File: src/rtl/db15_serial_reader_pkg.sv
// Shared definitions for the DB15 arcade-stick serial reader: FSM states,
// button bit positions in each joystick word, and the frame-length helper.
// No logic, no latency, no flow control.
package db15_pkg;

    typedef enum logic [2:0] {
        ST_IDLE   = 3'd0,
        ST_LOAD   = 3'd1,
        ST_SETTLE = 3'd2,
        ST_SHLO   = 3'd3,
        ST_SHHI   = 3'd4,
        ST_COMMIT = 3'd5
    } state_e;

    // Bit positions inside joystick1/joystick2.
    localparam int BTN_R     = 0;
    localparam int BTN_L     = 1;
    localparam int BTN_D     = 2;
    localparam int BTN_U     = 3;
    localparam int BTN_B0    = 4;
    localparam int BTN_B1    = 5;
    localparam int BTN_B2    = 6;
    localparam int BTN_B3    = 7;
    localparam int BTN_B4    = 8;
    localparam int BTN_B5    = 9;
    localparam int BTN_START = 10;
    localparam int BTN_SEL   = 11;

    // MCLK cycles from LOAD entry to the end of COMMIT, inclusive.
    function automatic int frame_len(input int clk_div, input int frame_bits);
        return (2 + 2 * frame_bits) * clk_div + 1;
    endfunction

endpackage

File: src/rtl/db15_serial_reader_tick_divider.sv
// Tick divider: counts MCLK cycles within one serial phase; tick_end_o marks its last cycle.
// Latency: tick_end_o is combinational from the count; restart_i zeroes the count next cycle.
// Backpressure: none, free-running.
// Ports: clk_i/rst_i (sync, active-high), restart_i (state entry), tick_end_o.
module tick_divider #(
    parameter int CLK_DIV = 4
) (
    input  logic clk_i,
    input  logic rst_i,
    input  logic restart_i,
    output logic tick_end_o
);

    localparam int CW = (CLK_DIV > 1) ? $clog2(CLK_DIV) : 1;

    logic [CW-1:0] cnt_q, cnt_d;

    assign tick_end_o = (cnt_q == CW'(CLK_DIV - 1));

    always_comb begin
        cnt_d = cnt_q + 1'b1;
        if (restart_i || tick_end_o) begin
            cnt_d = '0;
        end
    end

    always_ff @(posedge clk_i) begin
        if (rst_i) begin
            cnt_q <= '0;
        end else begin
            cnt_q <= cnt_d;
        end
    end

endmodule

File: src/rtl/db15_serial_reader.sv
// DB15 reader: polls two chained 74x165s, shifts one frame in, publishes debounced joystick words.
// Latency: one frame of (2+2*FRAME_BITS)*CLK_DIV+1 cycles per poll; outputs update the cycle after COMMIT.
// Backpressure: none; a poll that lands while a frame is running is dropped.
// Ports: MCLK/RESET (sync, active-high), JOY_DATA in (active-low), JOY_CLK/JOY_LOAD to adapter,
//        joystick1/joystick2 (active-high), frame_done pulse, busy.
module db15_serial_reader
    import db15_pkg::*;
#(
    parameter int CLK_DIV     = 4,
    parameter int FRAME_BITS  = 24,
    parameter int POLL_CYCLES = 48000,
    parameter int MATCH       = 1
) (
    input  logic        MCLK,
    input  logic        RESET,
    input  logic        JOY_DATA,
    output logic        JOY_CLK,
    output logic        JOY_LOAD,
    output logic [15:0] joystick1,
    output logic [15:0] joystick2,
    output logic        frame_done,
    output logic        busy
);

    localparam int HALF      = FRAME_BITS / 2;
    localparam int KW        = $clog2(FRAME_BITS);
    localparam int PW        = (POLL_CYCLES > 1) ? $clog2(POLL_CYCLES) : 1;
    localparam int FRAME_LEN = frame_len(CLK_DIV, FRAME_BITS);

    generate
        if ((FRAME_BITS % 2) != 0 || FRAME_BITS > 32 || POLL_CYCLES <= FRAME_LEN) begin : g_bad_params
            $error("db15_serial_reader: FRAME_BITS must be even and <=32, POLL_CYCLES must exceed frame length");
        end
    endgenerate

    state_e                state_q, state_d;
    logic [KW-1:0]         bit_q, bit_d;
    logic [PW-1:0]         poll_q, poll_d;
    logic [FRAME_BITS-1:0] shift_q, shift_d;
    logic [FRAME_BITS-1:0] prev_q, prev_d;
    logic [15:0]           joy1_q, joy1_d, joy2_q, joy2_d;
    logic                  joy_clk_q, joy_clk_d;
    logic                  joy_load_q, joy_load_d;
    logic                  done_q, done_d;
    logic                  busy_q, busy_d;
    logic                  tick_end;
    logic                  poll_wrap;

    // Every state change restarts the tick, so each phase lasts exactly CLK_DIV cycles.
    tick_divider #(.CLK_DIV(CLK_DIV)) u_tick (
        .clk_i      (MCLK),
        .rst_i      (RESET),
        .restart_i  (state_d != state_q),
        .tick_end_o (tick_end)
    );

    assign poll_wrap = (poll_q == PW'(POLL_CYCLES - 1));
    assign poll_d    = poll_wrap ? '0 : poll_q + 1'b1;

    always_comb begin
        state_d = state_q;
        bit_d   = bit_q;
        case (state_q)
            ST_IDLE:   if (poll_wrap) state_d = ST_LOAD;
            ST_LOAD:   if (tick_end) state_d = ST_SETTLE;
            ST_SETTLE: begin
                if (tick_end) begin
                    state_d = ST_SHLO;
                    bit_d   = '0;
                end
            end
            ST_SHLO:   if (tick_end) state_d = ST_SHHI;
            ST_SHHI: begin
                if (tick_end) begin
                    if (bit_q == KW'(FRAME_BITS - 1)) begin
                        state_d = ST_COMMIT;
                    end else begin
                        state_d = ST_SHLO;
                        bit_d   = bit_q + 1'b1;
                    end
                end
            end
            ST_COMMIT: state_d = ST_IDLE;
            default:   state_d = ST_IDLE;
        endcase
    end

    // Pin-level outputs are decoded from the next state so the flops line up with the state register.
    always_comb begin
        joy_load_d = (state_d != ST_LOAD);
        joy_clk_d  = (state_d == ST_SHHI);
        busy_d     = (state_d != ST_IDLE);
        done_d     = (state_q == ST_COMMIT);

        // The adapter has held the bit for the whole low phase; take it on the last cycle.
        shift_d = shift_q;
        if (state_q == ST_SHLO && tick_end) begin
            shift_d[bit_q] = ~JOY_DATA;
        end

        joy1_d = joy1_q;
        joy2_d = joy2_q;
        prev_d = prev_q;
        if (state_q == ST_COMMIT) begin
            if (MATCH == 0 || shift_q == prev_q) begin
                joy1_d            = '0;
                joy2_d            = '0;
                joy1_d[HALF-1:0]  = shift_q[HALF-1:0];
                joy2_d[HALF-1:0]  = shift_q[FRAME_BITS-1:HALF];
            end
            prev_d = shift_q;
        end
    end

    always_ff @(posedge MCLK) begin
        if (RESET) begin
            state_q    <= ST_IDLE;
            bit_q      <= '0;
            poll_q     <= '0;
            shift_q    <= '1;
            prev_q     <= '1;
            joy1_q     <= '0;
            joy2_q     <= '0;
            joy_clk_q  <= 1'b0;
            joy_load_q <= 1'b1;
            done_q     <= 1'b0;
            busy_q     <= 1'b0;
        end else begin
            state_q    <= state_d;
            bit_q      <= bit_d;
            poll_q     <= poll_d;
            shift_q    <= shift_d;
            prev_q     <= prev_d;
            joy1_q     <= joy1_d;
            joy2_q     <= joy2_d;
            joy_clk_q  <= joy_clk_d;
            joy_load_q <= joy_load_d;
            done_q     <= done_d;
            busy_q     <= busy_d;
        end
    end

    assign JOY_CLK    = joy_clk_q;
    assign JOY_LOAD   = joy_load_q;
    assign joystick1  = joy1_q;
    assign joystick2  = joy2_q;
    assign frame_done = done_q;
    assign busy       = busy_q;

endmodule
File: config.mk
export PLATFORM = sky130hd
export DESIGN_NAME = db15_serial_reader
export DESIGN_NICKNAME = d
export VERILOG_FILES = /design/src/rtl/db15_serial_reader_pkg.sv /design/src/rtl/db15_serial_reader_tick_divider.sv /design/src/rtl/db15_serial_reader.sv
export SDC_FILE = /design/constraint.sdc
export NUM_CORES = 1
export LEC_CHECK = 0
export BUFFER_PORTS_ARGS = -buffer_cell sky130_fd_sc_hd__buf_2
export CAP_MARGIN = 5
export CORE_ASPECT_RATIO = 0.6
export CORE_MARGIN = 4
export CORE_UTILIZATION = 55
export CTS_CLUSTER_DIAMETER = 200
export DETAILED_ROUTE_END_ITERATION = 8
export HOLD_SLACK_MARGIN = 0.06
export PLACE_DENSITY_LB_ADDON = 0.1
export SYNTH_ARGS = -nofsm -noshare
export SYNTH_HDL_FRONTEND = slang
export SYNTH_SLANG_ARGS = --single-unit
File: constraint.sdc
create_clock -name MCLK -period 3.7 [get_ports MCLK]
set_clock_uncertainty 0.1 [all_clocks]
set_input_delay 0.925 -clock MCLK [delete_from_list [all_inputs] [get_ports MCLK]]
set_output_delay 0.925 -clock MCLK [all_outputs]
set_load 0.02 [all_outputs]
== After elaboration in Yosys (flattened, before gate mapping) ==
Index checks and enable logic that the tools add are counted.
Cells by class
  add/subtract/negate cells: 3
  eq/ne operators: 15
  muxes and demuxes: 14
  $lt $le $gt $ge: 2
  bitwise gates (word level): 1
  reduce and logical (&&, ||, !) cells: 10
Operator list (number)
  $bwmux W24: 1
  $eq A24 B24 Y1: 1
  $mux W3: 6
  $add A16 B1 Y16 const B: 1
  $eq A16 B16 Y1 const B: 1
  $mux W5: 3
  $pmux W3 S5: 1
  $pmux W5 S2: 1
  $eq A3 B3 Y1 const B: 3
  $eq A3 B2 Y1 const B: 2
  $lt A5 B6 Y1 const B: 1
  $ne A2 B2 Y1 const B: 3
  $add A5 B1 Y5 const B: 1
  $demux W1 S5: 1
  $eq A5 B5 Y1 const B: 1
  $ge A5 B1 Y1 const B: 1
  $reduce_and A4 Y1: 1
  $reduce_or A2 Y1: 2
  $eq A3 B1 Y1 const B: 1
  $logic_not A3 Y1: 1
  $ne A3 B1 Y1 const B: 1
  $ne A3 B3 Y1: 1
  $reduce_bool A3 Y1: 1
  $add A2 B1 Y2 const B: 1
  other kinds (7): 8
Storage, ports and cells
  word-level logic and storage cells: 57
  output and inout bits: 36
  register bits: 102
  input port bits: 3

== Longest topological paths before layout ==
  word-level depth: 7
  depth in mapped cells: 8
  depth with buffers taken out: 6

== Hierarchy ==
A second synthesis with hierarchy kept.
Second synthesis, totals
  cell total of the unflattened synthesis: 538
  area, all modules: 4556.9 um2
By module, submodules not included
  db15_serial_reader: cells an instance 533, times used 1, area each 4476.8 um2, sequential area each 2001.9 um2
  tick_divider: cells an instance 5, times used 1, area each 80.1 um2, sequential area each 40.0 um2

== Least setup slack after synthesis ==
Ideal clock, no wire load.
  kind: input port to flip-flop
  start point: input port RESET
  end point: register poll_q[10]
  stages: 5
  buffers on the path: 2
  setup slack: 1669 ps
  setup time: 128 ps
  required time: 3472 ps
  data arrival time: 1803 ps
  path through: clkbuf_1 > clkinv_1 > nand2_1 > clkbuf_1 > nor2_1
Between the ends
  word-level cells in the longest chain between the ends: 1
RTL lines
  start, declared: RTL line db15_serial_reader.sv:15  | input logic RESET,
  $reduce_or A2 Y1 (no line)
  end signal, assigned: RTL line db15_serial_reader.sv:131  | poll_q <= poll_d;
  end, declared: RTL line db15_serial_reader.sv:38  | logic [PW-1:0] poll_q, poll_d;
No other way between the ends.
A chain may end at the register's enable or synchronous reset.

== Final worst setup path ==
  start point: register state_q[2]
  end point: register joy2_q[7] (netlist: joystick2[7])
Between the ends
  word-level cells in the longest chain between the ends: 2
RTL lines
  start, declared: RTL line db15_serial_reader.sv:36  | state_e state_q, state_d;
  start signal, assigned: RTL line db15_serial_reader.sv:129  | state_q <= state_d;
  $eq A3 B3 Y1: RTL line db15_serial_reader.sv:104  | if (state_q == ST_COMMIT) begin
  $reduce_and A2 Y1 (no line)
  end signal, assigned: RTL line db15_serial_reader.sv:135  | joy2_q <= joy2_d;
  end, declared: RTL line db15_serial_reader.sv:41  | logic [15:0] joy1_q, joy1_d, joy2_q, joy2_d;
No other way between the ends.

==> results.txt <==
Met1 GRT Util = 0.335
Final Hold Viols = 0
Design area = 0.00482 mm²
Drt initial violations = 246
Avg Vias per Cell = 5.56
Synth-to-layout area growth = 8.91%
Setup ws final = 891 ps
Syn Inst Count = 538
Max incr delay on CP = 640 ps
CTS Buffer Depth = 2
DRC viols = 0
Critical Path End = joystick2[7]
CTS root buffer = clkbuf_16
Outcome = completed
Clock sink total = 102
Met2 Track Usage GR = 0.300
Top Family by Delay on Critical Path = simple AND/OR/NAND/NOR gates
Critical path fanouts, max = 26
Cell area after synthesis = 0.00442 mm²
Reg area = 0.00204 mm²
Post-Synth XOR/XNOR Area = 0.0812
Max_slew headroom = 0.329
Final period util = 0.759
Slew @ Worst Pin = 1010 ps
FF-to-FF End = joystick2[7]
Placement Setup Slack = 904 ps
Crit path kind = reg -> reg
Postcts setup bufs = 0
Area of the core = 0.00785 mm²
GRT Resource Usage Total = 0.220
CP max stage cell = nand3_1
GR Overflow Total = 0
GR peak layer = met1
Rows = 25
TritonRoute pass-1 iters = 4
Syn Area/Cell = 8.22 µm²
Critical Path RT = 3800 ps
Main combinational cell family by area after synthesis = simple AND/OR/NAND/NOR gates
# setup viols final = 0
Worst Setup End Kind = flip-flop
RSZ-0062 raised after global routing = no
Filler Cell Count = 735
Post-synthesis compound-gate area fraction = 0.113
PortBufs = 30
Met3 track demand over resource = 0.0706
Worst hold slack = 334 ps
Die Y-Extent = 77.5 µm
Fin Setup TNS = 0 ps
Critical path startpoint = state_q[2]
Die area = 0.00958 mm²
Diodes inserted = 0
Simple-gate share of the synthesized area = 0.271
Crit-path cells = nand3b_4 -> nor4_2 -> nand3_1 -> o21ai_0 -> a21oi_1
Gpl congestion = 0.831
Static leakage = 1.99 nW
H-tree Lvls = 3
Remaining antenna violation count after routing = 0
Cell Pwr Density = 434 mW/mm²
Vias in the first global route = 3,282
Yosys warns = 0
Power Total = 2.09 mW
Layout cells sized above 1 = 0.0878
Final Routed Wirelength = 9.85 mm
Yosys cell types = 37
Number of CTS-inserted buffers = 9
DP Area = 0.00453 mm²
Mux share of post-synthesis cell area = 0
Achievable clock frequency = 0.356 GHz
Hpwl dp = 6.82 mm
Register area share after synthesis = 0.462
Post-DR wirelength/cell = 15.0 µm
Worst Path Buf+Inv = 0
Worst-case reg-to-reg path depth = 5
Slew Limit Fails = 0
Worst vdd ir = 0.000280 V
TritonCTS clock tree = yes
Register bit total from synthesis = 102
Skew-Pair Late Insertion Delay = 340 ps
Post-Synth Adder-Cell Area = 0.0170
I/O pins = 39
CTS Hold Bufs = 0
# nets final = 552
First-pass GRT wire length = 16.5 mm
Worst EP arrival = 2910 ps
Critical path depth = 5
Clock period minus worst slack = 2810 ps
R2R Path Start = state_q[2]
Antenna violations before repair = 0
Post-CTS Resized = 0
Largest net degree at the start of global routing = 52
Worst R2R Setup Slack = 890 ps
Multi-input gate area = 0.00216 mm²
Routed vias = 3,643
Hold Crit Class = reg -> reg
Max cap viols = 0
CTS clk-pin slew, worst paths = 60 ps
Die W = 124 µm
Starting density of the core = 0.563
Crit path launch type = flip-flop
## report_power, final
group	internal [mW]	leakage [nW]	switching, mW	total [mW]
registers	1.11	0.825	0.00733	1.11
logic	0.0132	1.03	0.0438	0.0571
clock network	0.540	0.137	0.383	0.923
## state kept, by name, indices dropped and copies added (netlist names)
register and cells:
prev_q 24, shift_q 24, poll_q 16, joystick1 12, joystick2 12, bit_q 5
state_q 3, u_tick.cnt_q 2, JOY_CLK 1, JOY_LOAD 1, busy 1, frame_done 1
## cells in the final DEF, fill, tap and decap left out, types with 2 or more instances in the layout
cell	instances
nand2_1	105
dfxtp_1	102
nand3_1	62
nor2_1	33
a21oi_1	31
xor2_1	31
buf_2	30
o21ai_0	29
o211ai_1	25
xnor2_1	10
nor3_1	9
clkbuf_16	9
conb_1	8
ha_1	6
nor4_1	5
nor3b_1	5
nand4_1	4
inv_1	4
and2_1	4
clkbuf_1	4
and3_1	3
and4_1	3
nor4_2	3
buf_4	3
nand4b_1	2
and3b_1	2
nor4b_1	2
nor2b_1	2
## worst min-delay path by stage
stage	start	to	slack [ps]	depth (start not counted)
floorplan	u_tick.cnt_q[0]	u_tick.cnt_q[0]	310	1
global route	u_tick.cnt_q[0]	u_tick.cnt_q[0]	360	1
global placement	u_tick.cnt_q[0]	u_tick.cnt_q[0]	320	1
finish	u_tick.cnt_q[0]	u_tick.cnt_q[0]	330	1
CTS	u_tick.cnt_q[0]	u_tick.cnt_q[0]	340	1
detailed placement	u_tick.cnt_q[0]	u_tick.cnt_q[0]	330	1
## Yosys cell counts
| library cell | instances | area share |
|---|---|---|
| nand4b_1 | 2 | 0.0040 |
| and3b_1 | 2 | 0.0040 |
| a21oi_1 | 31 | 0.035 |
| o211ai_1 | 25 | 0.042 |
| nor3b_1 | 5 | 0.0085 |
| or4_1 | 1 | 0.0017 |
| nand3_1 | 62 | 0.070 |
| a31oi_1 | 1 | 0.0014 |
| ha_1 | 6 | 0.017 |
| clkinv_1 | 1 | 0.00085 |
| nand4_1 | 4 | 0.0057 |
| buf_4 | 9 | 0.015 |
| inv_1 | 4 | 0.0034 |
| nand2b_1 | 1 | 0.0014 |
| dfxtp_1 | 102 | 0.46 |
| nor2b_1 | 2 | 0.0028 |
| nor4b_1 | 2 | 0.0040 |
| and2_1 | 4 | 0.0057 |
| and3_1 | 3 | 0.0042 |
| and2_0 | 1 | 0.0014 |
| xor2_1 | 31 | 0.061 |
| nand2_1 | 105 | 0.089 |
| nor4_2 | 3 | 0.0085 |
| nand3b_4 | 1 | 0.0045 |
| o21ai_0 | 29 | 0.033 |
| o31ai_1 | 1 | 0.0017 |
| clkbuf_1 | 33 | 0.028 |
| conb_1 | 1 | 0.00085 |
| and4_1 | 3 | 0.0059 |
| nor4_1 | 5 | 0.0071 |
| buf_2 | 2 | 0.0023 |
| nor2_1 | 33 | 0.028 |
| xnor2_1 | 10 | 0.020 |
| buf_6 | 2 | 0.0051 |
| nor3_1 | 9 | 0.010 |
| and4b_1 | 1 | 0.0023 |
| nand3b_1 | 1 | 0.0017 |
## per-layer routing
layer	up-vias	part of all wire
li1	1831	-
met4	0	0.0077
met5	-	0
met3	6	0.065
met1	1704	0.51
met2	102	0.41
## kinds of logic after synthesis
group / Yosys count
AOI/OAI and AO/OA: 87
xor gates and xnor gates: 41
adders and majority gates: 6
buffers and inverters: 51
DFF: 102
other: 1
and+or+nand+nor: 250
## stage by stage
| stage | utilization | cells |
|---|---|---|
| after floorplan | - | 545 |
| after CTS | 0.613 | 655 |
| after global placement | 0.577 | 640 |
| final | 0.613 | 655 |
| after global routing | 0.613 | 655 |
| after detailed placement | 0.577 | 640 |
## area by class of cell
| class | count | area share |
|---|---|---|
| Sequential cell | 102 | 0.424 |
| Tap cell | 108 | 0.0281 |
| Clock inverter | 1 | 0.00624 |
| Multi-Input combinational cell | 392 | 0.449 |
| Clock buffer | 14 | 0.0527 |
| Inverter | 5 | 0.00390 |
| Timing Repair Buffer | 33 | 0.0359 |
No activity file was read; power rests on OpenSTA's default activity.
